<file path="src/rtl/frame_capture_ctrl.sv">
// Frame capture controller: arms on request, aligns to the camera's end-of-frame,
// writes in-range pixels into one of two banks and publishes complete frames by bank swap.
module frame_capture_ctrl #(
  parameter int unsigned H_ACTIVE = 320,
  parameter int unsigned V_ACTIVE = 240
) (
  input  logic        system_clk_in,
  input  logic        rst_n_in,
  input  logic        capture_req_in,
  input  logic        continuous_in,
  input  logic        frame_done_in,
  input  logic        data_valid_in,
  input  logic [10:0] hcount_in,
  input  logic [9:0]  vcount_in,
  input  logic [15:0] pixel_in,
  input  logic        rd_lock_in,
  output logic        wr_en_out,
  output logic        wr_bank_out,
  output logic [16:0] wr_addr_out,
  output logic [15:0] wr_data_out,
  output logic        rd_bank_out,
  output logic        frame_ready_out,
  output logic        busy_out,
  output logic [7:0]  drop_count_out
);

  typedef enum logic [1:0] {
    IDLE     = 2'd0,
    WAIT_SOF = 2'd1,
    CAPTURE  = 2'd2,
    PUBLISH  = 2'd3
  } state_t;

  localparam logic [10:0] H_LIM     = 11'(H_ACTIVE);
  localparam logic [9:0]  V_LIM     = 10'(V_ACTIVE);
  localparam logic [16:0] H_MUL     = 17'(H_ACTIVE);
  localparam logic [16:0] FRAME_PIX = 17'(H_ACTIVE * V_ACTIVE);

  logic        rst_sync_q;
  logic        rst_int_n;

  state_t      state_q,       state_d;
  logic [16:0] pix_cnt_q,     pix_cnt_d;
  logic        wr_en_q,       wr_en_d;
  logic [16:0] wr_addr_q,     wr_addr_d;
  logic [15:0] wr_data_q,     wr_data_d;
  logic        wr_bank_q,     wr_bank_d;
  logic        rd_bank_q,     rd_bank_d;
  logic        frame_ready_q, frame_ready_d;
  logic        busy_q,        busy_d;
  logic [7:0]  drop_count_q,  drop_count_d;

  logic        in_range;
  logic [16:0] pix_addr;

  // Assertion is immediate; release passes through one flop so the FSM first
  // moves on the second clock edge after rst_n_in rises.
  always_ff @(posedge system_clk_in or negedge rst_n_in) begin
    if (!rst_n_in) rst_sync_q <= 1'b0;
    else           rst_sync_q <= 1'b1;
  end

  assign rst_int_n = rst_sync_q;

  assign in_range = (hcount_in < H_LIM) && (vcount_in < V_LIM);
  assign pix_addr = 17'(vcount_in) * H_MUL + 17'(hcount_in);

  always_comb begin
    // NOTE: every _d gets a default first so no path through the case infers a latch.
    state_d       = state_q;
    pix_cnt_d     = pix_cnt_q;
    wr_en_d       = 1'b0;
    wr_addr_d     = wr_addr_q;
    wr_data_d     = wr_data_q;
    wr_bank_d     = wr_bank_q;
    rd_bank_d     = rd_bank_q;
    frame_ready_d = 1'b0;
    drop_count_d  = drop_count_q;

    case (state_q)
      IDLE: begin
        if (capture_req_in) state_d = WAIT_SOF;
      end
      WAIT_SOF: begin
        if (frame_done_in) begin
          state_d   = CAPTURE;
          pix_cnt_d = '0;
        end
      end
      CAPTURE: begin
        // End of frame takes priority over a coincident pixel.
        if (frame_done_in) begin
          state_d = PUBLISH;
        end else if (data_valid_in && in_range) begin
          wr_en_d   = 1'b1;
          wr_addr_d = pix_addr;
          wr_data_d = pixel_in;
          if (pix_cnt_q != '1) pix_cnt_d = pix_cnt_q + 17'd1;
        end
      end
      PUBLISH: begin
        if ((pix_cnt_q == FRAME_PIX) && !rd_lock_in) begin
          rd_bank_d     = wr_bank_q;
          wr_bank_d     = ~wr_bank_q;
          frame_ready_d = 1'b1;
        end else if (drop_count_q != 8'hFF) begin
          drop_count_d = drop_count_q + 8'd1;
        end
        if (continuous_in) begin
          state_d   = CAPTURE;
          pix_cnt_d = '0;
        end else begin
          state_d = IDLE;
        end
      end
      default: state_d = IDLE;
    endcase

    busy_d = (state_d == WAIT_SOF) || (state_d == CAPTURE);
  end

  always_ff @(posedge system_clk_in or negedge rst_int_n) begin
    if (!rst_int_n) begin
      state_q       <= IDLE;
      pix_cnt_q     <= '0;
      wr_en_q       <= 1'b0;
      wr_addr_q     <= '0;
      wr_data_q     <= '0;
      wr_bank_q     <= 1'b0;
      rd_bank_q     <= 1'b1;
      frame_ready_q <= 1'b0;
      busy_q        <= 1'b0;
      drop_count_q  <= '0;
    end else begin
      // NOTE: non-blocking so every flop samples the pre-edge values of the others.
      state_q       <= state_d;
      pix_cnt_q     <= pix_cnt_d;
      wr_en_q       <= wr_en_d;
      wr_addr_q     <= wr_addr_d;
      wr_data_q     <= wr_data_d;
      wr_bank_q     <= wr_bank_d;
      rd_bank_q     <= rd_bank_d;
      frame_ready_q <= frame_ready_d;
      busy_q        <= busy_d;
      drop_count_q  <= drop_count_d;
    end
  end

  assign wr_en_out       = wr_en_q;
  assign wr_bank_out     = wr_bank_q;
  assign wr_addr_out     = wr_addr_q;
  assign wr_data_out     = wr_data_q;
  assign rd_bank_out     = rd_bank_q;
  assign frame_ready_out = frame_ready_q;
  assign busy_out        = busy_q;
  assign drop_count_out  = drop_count_q;

endmodule

</file>
<file path="config.mk">
export PLATFORM = sky130hd
export DESIGN_NAME = frame_capture_ctrl
export DESIGN_NICKNAME = d
export VERILOG_FILES = /design/src/rtl/frame_capture_ctrl.sv
export SDC_FILE = /design/constraint.sdc
export NUM_CORES = 1
export LEC_CHECK = 0
export ABC_AREA = 1
export BUFFER_PORTS_ARGS = -buffer_cell sky130_fd_sc_hd__buf_2
export CORE_UTILIZATION = 25
export CTS_BUF_LIST = sky130_fd_sc_hd__clkbuf_8
export DETAILED_ROUTE_END_ITERATION = 8
export HOLD_SLACK_MARGIN = 0.02
export MAX_ROUTING_LAYER = met4
export SLEW_MARGIN = 20
export SYNTH_ARGS = -nofsm -noshare
export SYNTH_HDL_FRONTEND = slang
export SYNTH_SLANG_ARGS = --single-unit
</file>
<file path="constraint.sdc">
create_clock -name system_clk_in -period 2.5 [get_ports system_clk_in]
set_input_delay 0 -clock system_clk_in [delete_from_list [all_inputs] [get_ports system_clk_in]]
set_output_delay 0 -clock system_clk_in [all_outputs]
set_load 0.02 [all_outputs]
</file>
==> impl_metrics.toml <==
[layout]
diodes = 0
fillers = 1552
finalNetCount = 675
final_common_cell = "nand2_1"
area_delta_synth_final_pct = 29.2
layout_common_cells = "nand2_1, buf_2, dfrtp_1"
final_cell_area_um2 = 4960
drive_gt1_frac = 0.220
stdcell_count = 794
post-route-util = 0.336

[worst_setup_path]
critical_path_required_ns = 2.79
max_stage_delay_ns = 0.38
crit_path_cell_trace = "ha_1, nand3_1, nor3_2, nand4_1, nor3_1, ha_1, nor2_1, nand2_1, nand2_4, inv_2, nand2_1, o21ai_2"
cp.arrival_ns = 2.45
path_class = "reg2reg"
end_kind = "flop"
critPathLaunchType = "flop"
ff2ff_setup_slack_ns = 0.34
crit_buf_inv = 1
worst_path_max_delay_cell = "dfrtp_1"
cp_max_fo = 12
path_delay_family = "simple AND/OR/NAND/NOR gates"

[min_path]
hold_path.class = "in2reg"

[global_route]
grt_max_degree = 49
antenna_found_initial = 0
grtUsageTotal = 0.128
grt_overflow_total = 0
grt_pass1_vias = 3353
grt_first_pass_wirelength_mm = 15.8

[synthesis]
syn_area_per_cell_um2 = 7.91
synth-seq-cells = 66
synth_top_area_share = 0.424
synth_area_um2 = 3830
syn_inst = 485
syn-num-nets = 555
yosys-top-cells-area = "dfrtp_1, nand2_1, ha_1"
yosysWarnings = 0
synth_largest_area_cell = "dfrtp_1"
synth.distinct_cells = 31
synth_seq_area_share = 0.431

[clock_network]
clockRootBuffer = "clkbuf_8"
cts_buffers = 9
htree_levels = 3
cts_resized = 0
clk_path_buf_depth = 2
clock_latency_ns = 0.35
hold_buffers = 25
cts_sinks = 66
clk_pin_slew_ns = 0.08
cts_setup_buffers = 0
cts_tree = "yes"

[floorplan]
io_pins = 90
dieArea_um2 = 15800
die_w_um = 126
core_area_um2 = 14800
fp-row-count = 44
dieHeight_um = 126
initial_core_util = 0.260

[routing]
drcViolationCount = 0
first_pass_iters = 4
drt-initial-drc-count = 145
met3WireLength_um = 405
dr.max_layer_used = "met4"
ant_nets = 0
wl_met1_mm = 4.63
wl_met2_mm = 4.16
viasPerCell = 4.35
routed_wl_mm = 9.33
routedWlPerCell_um = 11.8
via_count = 3450

[timing]
slew_violations = 0
period_needed_ns = 2.16
hold_viol_final = 0
whs_ns = 0.0353
setup_tns_ns = 0
max_freq_mhz = 462
period_share = 0.866
layout_setup_ws_ns = 0.336
rsz0062_at_grt = "false"
skew_ns = 0.00743
setup_viol = 0

[power]
p_per_area_nw_per_um2 = 721
power_mw = 3.57
vdd_ir_drop_max_mv = 0.272
power_leakage_nw = 2.67

[placed_design]
dp_worst_setup_slack_ns = 0.145
port-buffer-count = 89
hpwlAfterDp_mm = 6.73
gp_congestion = 0.864
dp.cells = 753
placed_area_um2 = 4500

[flow_run]
max_cap_viol_count = 0

[run_status]
outcome = "completed"
-- layout make-up --
type	count	area (µm²)	area share
clock buffer	10	138	0.0278
clock inverter	6	66.3	0.0134
inverter	49	184	0.0371
multi-input combinational	359	1930	0.390
sequential	66	1650	0.334
tap	184	230	0.0465
timing repair buffer	120	753	0.152
-- cell usage after synthesis, drive strengths merged --
cell type,number
and2,1
a31oi,1
nand3,42
buf,9
dfrtp,65
ha,24
a21o,1
nand3b,3
clkbuf,2
fa,2
inv,49
or2,1
nor2,34
xor2,19
o21ai,31
nand2,166
conb,1
nand4,8
nor3,13
dfstp,1
xnor2,4
a21oi,8
-- flip-flops by register name (all words and copies together) (netlist names) --
name	cells
rd_bank_out	1
wr_data_out	16
drop_count_out	8
wr_addr_out	17
frame_ready_out	1
state_q	2
busy_out	1
wr_en_out	1
rst_int_n	1
pix_cnt_q	17
wr_bank_out	1
-- kinds of logic after synthesis --
family,Yosys count,share of synthesized area
flops,66,0.431
simple gates,268,0.298
other cells,1,0.000978
compound gates,41,0.0613
fa+ha+maj,26,0.0887
xor+xnor,23,0.0525
buf+inv,60,0.0672
-- where the power goes --
group | leakage (nW) | internal, mW | switching, mW | total (mW)
combinational | 1.69 | 0.430 | 0.833 | 1.26
sequential | 0.889 | 1.25 | 0.128 | 1.38
clock | 0.0945 | 0.487 | 0.446 | 0.933
-- worst paths after layout --
| kind | from | to | cells after the start |
|---|---|---|---|
| max | pix_cnt_q[1] | pix_cnt_q[3] | 12 |
| min | vcount_in[0] | wr_addr_out[6] | 4 |
| max reg2reg | pix_cnt_q[1] | pix_cnt_q[3] | 12 |
| min reg2reg | rst_int_n | wr_addr_out[12] | 0 |
| max in group asynchronous | rst_int_n | rd_bank_out | 1 |
| min in group asynchronous | rst_int_n | wr_addr_out[12] | 0 |
-- worst min-delay path, cell delays in order --
cell,delay (ns)
buf_2,0.09
ha_1,0.14
nand2_1,0.07
nand2_1,0.06
-- layer usage --
layer  global-route usage  vias up
met1                0.162     1558
met3               0.0259       12
li1                     -     1790
met2                0.203       90
met4               0.0439        0
met5                    -        -
No activity file was read; power rests on OpenSTA's default activity.
